## src/rtl/mux_rr_reg_pkg.sv

```systemverilog
// Shared definitions for the registered N-channel bus selector:
// output-register state encoding and selection-mode constants.
package mux_rr_reg_pkg;

    typedef enum logic {
        ST_EMPTY = 1'b0,
        ST_FULL  = 1'b1
    } state_e;

    localparam int MODE_SEL = 0;
    localparam int MODE_RR  = 1;

endpackage

```

## src/rtl/mux_rr_reg_rr_arbiter.sv

```systemverilog
// Combinational round-robin arbiter: grants the first requesting channel
// found searching upward from ptr+1, wrapping CHANNELS-1 -> 0.
module rr_arbiter #(
    parameter int CHANNELS = 4,
    parameter int SEL_W    = 2
) (
    input  logic [CHANNELS-1:0] req,
    input  logic [SEL_W-1:0]    ptr,
    output logic [SEL_W-1:0]    grant,
    output logic                grant_valid
);

    localparam logic [SEL_W-1:0] LAST = SEL_W'(CHANNELS - 1);

    logic [SEL_W-1:0] idx;

    always_comb begin
        // NOTE: every output and temporary gets a default before the search
        // loop, so no path through the block leaves a value held (no latch).
        grant       = '0;
        grant_valid = 1'b0;
        idx         = ptr;
        for (int k = 0; k < CHANNELS; k++) begin
            idx = (idx == LAST) ? '0 : idx + 1'b1;
            if (!grant_valid && req[idx]) begin
                grant       = idx;
                grant_valid = 1'b1;
            end
        end
    end

endmodule

```

## src/rtl/mux_rr_reg.sv

```systemverilog
// Registered N-channel W-bit bus selector with valid/ready on both sides;
// picks a producer by explicit select (MODE_SEL) or round-robin (MODE_RR).
module mux_rr_reg
    import mux_rr_reg_pkg::*;
#(
    parameter int WIDTH    = 16,
    parameter int CHANNELS = 4,
    parameter int SEL_W    = 2,
    parameter int MODE     = MODE_SEL
) (
    input  logic                      clock,
    input  logic                      reset,
    input  logic [CHANNELS*WIDTH-1:0] in_data,
    input  logic [CHANNELS-1:0]       in_valid,
    output logic [CHANNELS-1:0]       in_ready,
    input  logic [SEL_W-1:0]          sel,
    output logic [WIDTH-1:0]          out_data,
    output logic [SEL_W-1:0]          out_chan,
    output logic                      out_valid,
    input  logic                      out_ready
);

    state_e                 state;
    state_e                 state_next;
    logic [SEL_W-1:0]       grant;
    logic                   grant_valid;
    logic                   can_load;
    logic                   load;
    logic [CHANNELS-1:0]    hit;
    logic [CHANNELS:0][WIDTH-1:0] or_chain;

    generate
        if (MODE == MODE_RR) begin : g_rr
            logic [SEL_W-1:0] ptr;
            logic             sel_unused;

            assign sel_unused = ^sel;

            rr_arbiter #(
                .CHANNELS (CHANNELS),
                .SEL_W    (SEL_W)
            ) u_arb (
                .req         (in_valid),
                .ptr         (ptr),
                .grant       (grant),
                .grant_valid (grant_valid)
            );

            // ptr only advances on an accepted transfer, never on stalls.
            always_ff @(posedge clock) begin
                if (reset) begin
                    ptr <= SEL_W'(CHANNELS - 1);
                end else if (load) begin
                    ptr <= grant;
                end
            end
        end else begin : g_sel
            // Zero-extended so an out-of-range sel reads a 0 request bit.
            logic [2**SEL_W-1:0] valid_ext;

            always_comb begin
                valid_ext                 = '0;
                valid_ext[CHANNELS-1:0]   = in_valid;
            end

            assign grant       = sel;
            assign grant_valid = valid_ext[sel];
        end
    endgenerate

    assign can_load = (state == ST_EMPTY) || out_ready;
    assign load     = grant_valid && can_load && !reset;

    // One-hot decode of the grant drives both in_ready and the data mux.
    assign or_chain[0] = '0;
    for (genvar i = 0; i < CHANNELS; i++) begin : g_chan
        assign hit[i]        = (grant == SEL_W'(i));
        assign in_ready[i]   = load && hit[i];
        assign or_chain[i+1] = or_chain[i] | (hit[i] ? in_data[i*WIDTH +: WIDTH] : '0);
    end

    always_comb begin
        state_next = state;
        if (load) begin
            state_next = ST_FULL;
        end else if ((state == ST_FULL) && out_ready) begin
            state_next = ST_EMPTY;
        end
    end

    always_ff @(posedge clock) begin
        // NOTE: sequential state uses non-blocking assignments so every
        // register samples pre-edge values regardless of statement order.
        if (reset) begin
            state    <= ST_EMPTY;
            // NOTE: the data/channel registers are reset as well, because a
            // discarded word must read back as 0 after reset.
            out_data <= '0;
            out_chan <= '0;
        end else begin
            state <= state_next;
            if (load) begin
                out_data <= or_chain[CHANNELS];
                out_chan <= grant;
            end
        end
    end

    assign out_valid = (state == ST_FULL);

endmodule

```

## config.mk

```make
export PLATFORM = sky130hd
export DESIGN_NAME = mux_rr_reg
export DESIGN_NICKNAME = d
export VERILOG_FILES = /design/src/rtl/mux_rr_reg_pkg.sv /design/src/rtl/mux_rr_reg_rr_arbiter.sv /design/src/rtl/mux_rr_reg.sv
export SDC_FILE = /design/constraint.sdc
export NUM_CORES = 1
export LEC_CHECK = 0
export ABC_CLOCK_PERIOD_IN_PS = 1800
export CAP_MARGIN = 20
export CELL_PAD_IN_SITES_DETAIL_PLACEMENT = 0
export CELL_PAD_IN_SITES_GLOBAL_PLACEMENT = 1
export CORE_ASPECT_RATIO = 1.5
export CORE_MARGIN = 2
export CORE_UTILIZATION = 25
export CTS_CLUSTER_DIAMETER = 50
export DETAILED_ROUTE_END_ITERATION = 16
export HOLD_SLACK_MARGIN = 0.03
export PLACE_DENSITY_LB_ADDON = 0.15
export SLEW_MARGIN = 10
export SYNTH_ARGS = -nofsm -noshare
export SYNTH_HDL_FRONTEND = slang
export SYNTH_SLANG_ARGS = --single-unit
```

## constraint.sdc

```tcl
create_clock -name clock -period 1.8 [get_ports clock]
set_input_delay 0.27 -clock clock [delete_from_list [all_inputs] [get_ports clock]]
set_output_delay 0.27 -clock clock [all_outputs]
set_load 0.02 [all_outputs]
```

==> run metrics <==
Post-synth top flop=dfxtp_1; placed insts=~290; Worst-Skew Late Latency=between 0.2 and 0.3 ns; Root Buffer=clkbuf_8; post-synthesis cell count=about 140; Die X=64.6 um; CP max-delay cell=clkdlybuf4s50_1; worst min path class=reg2reg; syn avg cell area=approximately 10 um2; DRT Pass-1 Iters=4; Post-Route WL=between 4000 and 5000 um; CP Class=in2reg; number of setup violations in the final report=0; P&R area growth vs syn=81.6%; most frequent cell after synthesis=inv_1; CP cell instances=clkdlybuf4s50_1 -> nand2b_2 -> nand4_1 -> buf_4 -> buf_4 -> buf_4 -> buf_4 -> buf_4 -> buf_4 -> buf_4 -> a21oi_2; Fill cells=539; Slowest Stage Delay on Critical Path=0.45 ns; total grt overflow=0; GPL Wtd Cong=0.680; hold-fix buffers at CTS=0; Ys Warns=0; leading area contributor after synthesis=mux4_2; I/O pins=between 90 and 100; top post-synthesis cells by area=mux4_2, dfxtp_1, a31o_1; buffers plus inverters on the worst setup path=8; DR WL/cell=approximately 14 um; max_cap viols=0; Net Count, Synth=209; PortBufs=95; Final min period=roughly 1.8 ns; synth cell count leaders=inv_1, dfxtp_1, a31o_1, nand4_1, mux4_2; sequential-to-total area share from yosys stat=27.6%; Overall Power=1.27 mW; slack of the critical path=slightly below 0.04 ns; Antenna Nets Post-Route=0; CTS Buf Count=3; count of different cell masters after synthesis=17; H-tree Lvls=1; via/cell ratio=4.71; Via Count=between 1000 and 1500; Core Box Area=between 5000 and 6000 um2; Final Non-Filler Cells=between 300 and 400; Pleak=0.889 nW; endpoints failing hold=0; EDFF count, synth=0; initial antenna violation count=0; initial drt markers=slightly above 70; Max Buffers Root-to-Sink=2; Pwr Density=507 nW/um2; Worst EP required=between 1.5 and 2 ns; Synth Register Bits=19; CTS tree=built; layout cells sized above 1=a little under a quarter; CP top delay family=buffers and inverters; Post-synth ARST share=0%; VDD IR max=around 0.27 mV; status=finished clean; first-pass GRT wire length=between 7000 and 8000 um; Rel. slew slack=approximately three quarters; vias in the first global route=about 1500; Fin Setup TNS=0 ns; CP Capture Type=flip-flop; CTS clk-pin slew, worst paths=roughly 0.07 ns; fin crit share=between 90 and 100%; CP startpoint kind=input pin; Sink Count=19; DR DRC count=0; dpl ws=-0.547 ns; CP max FO=3; largest net degree at the start of global routing=37; Worst Skew=around 0.00065 ns; Max Clock Freq=around 570 MHz; top-area cell type share of the netlist area=27.8%; Arr. time, crit path=slightly below 2 ns; Nets=just over 300; RSZ-0062 raised after global routing=false; Slew Limit Fails=0; detailed placement HPWL=3440 um; DIE AREA=roughly 6000 um2; Crit path top cell by count=buf_4; Post-Syn Area=between 1000 and 1500 um2; die height=between 90 and 100 um; ant diodes=0; Initial Utilization=25.5%; worst-margin pin slew=approximately 0.36 ns; Tot GR Track Use=14.6%; Std-Cell Rows=33
## final timing paths
path / from / depth (start not counted) / endpoint / slack (ns)
worst max register to register: out_valid / 10 / out_chan[1] / 0.23
worst min-delay path: out_data[10] / 3 / out_data[10] / 0.54
worst min register to register: out_data[10] / 3 / out_data[10] / 0.54
worst max-delay path: out_ready / 11 / out_chan[1] / 0.04
## through the flow
stage | instance area (um2) | hold slack, ns | util (%)
after floorplan | 1380 | 0.588 | -
after CTS | 2480 | 0.538 | 45.9
final | 2500 | 0.536 | 46.2
after detailed placement | 2400 | 0.526 | 44.4
after global routing | 2500 | 0.565 | 46.2
after global placement | 2400 | 0.521 | 44.4
## cell families after synthesis
| logic type | share of synthesized area [%] |
|---|---|
| AND/OR/NAND/NOR | 10.7 |
| multiplexers | 27.8 |
| flip-flops | 27.6 |
| AO/OA/AOI/OAI | 21.3 |
| buffers and inverters | 12.5 |
## cells in the final DEF, fill, tap and decap left out
master,Yosys,final
clkbuf_8,0,3
clkdlybuf4s15_1,0,1
nor4b_2,0,1
clkbuf_2,0,1
a21oi_1,8,7
nand4_1,18,18
inv_1,20,20
inv_2,1,1
clkdlybuf4s50_1,0,85
buf_2,6,1
dlygate4sd2_1,0,3
dlymetal6s2s_1,0,2
mux4_2,17,17
nand2b_2,0,1
a21oi_2,11,12
buf_4,0,18
nor3_1,1,1
dfxtp_1,19,19
a31o_1,18,18
buf_8,0,1
clkbuf_1,6,1
nand2_1,2,2
nor2_1,2,2
## power by group
part | total (mW) | switching, mW | internal (mW)
clock | 0.294 | 0.137 | 0.157
combinational | 0.510 | 0.202 | 0.308
sequential | 0.464 | 0.0148 | 0.449
total | 1.27 | 0.353 | 0.914
## tightest hold or removal path: stages (launching register included)
cell and delay (ns):
dfxtp_1 0.31, inv_1 0.05, a31o_1 0.08, a21oi_1 0.05
## timing repair
item,4_1_cts,5_1_grt
pin swaps,1,0
setup endpoints to repair,4,5
resized for setup,21,9
gates cloned,0,0
buffers inserted,6,1
hold endpoints to repair,0,0
## layer usage
metal / part of all wire (%) / vias to the layer above / GRT usage, %
met5: 0 / - / 0
met4: 1.9 / 0 / 4.96
met3: 6.0 / 8 / 2.74
met2: 52 / 58 / 25.2
met1: 40 / 655 / 18.2
li1: - / 716 / -
## cell type report
type | count | area (um2) | area share [%]
repair buffers | 112 | 1070 | 42.9
multi-input cells | 79 | 837 | 33.5
flip-flops and latches | 19 | 380 | 15.2
well taps | 70 | 87.6 | 3.50
inverters | 21 | 78.8 | 3.15
clock buffers | 4 | 45.0 | 1.80
## state kept, by name (all words and copies together), names as in the netlist
name,count
out_data,16
out_chan,2
out_valid,1
No activity file was read; power rests on OpenSTA's default activity.
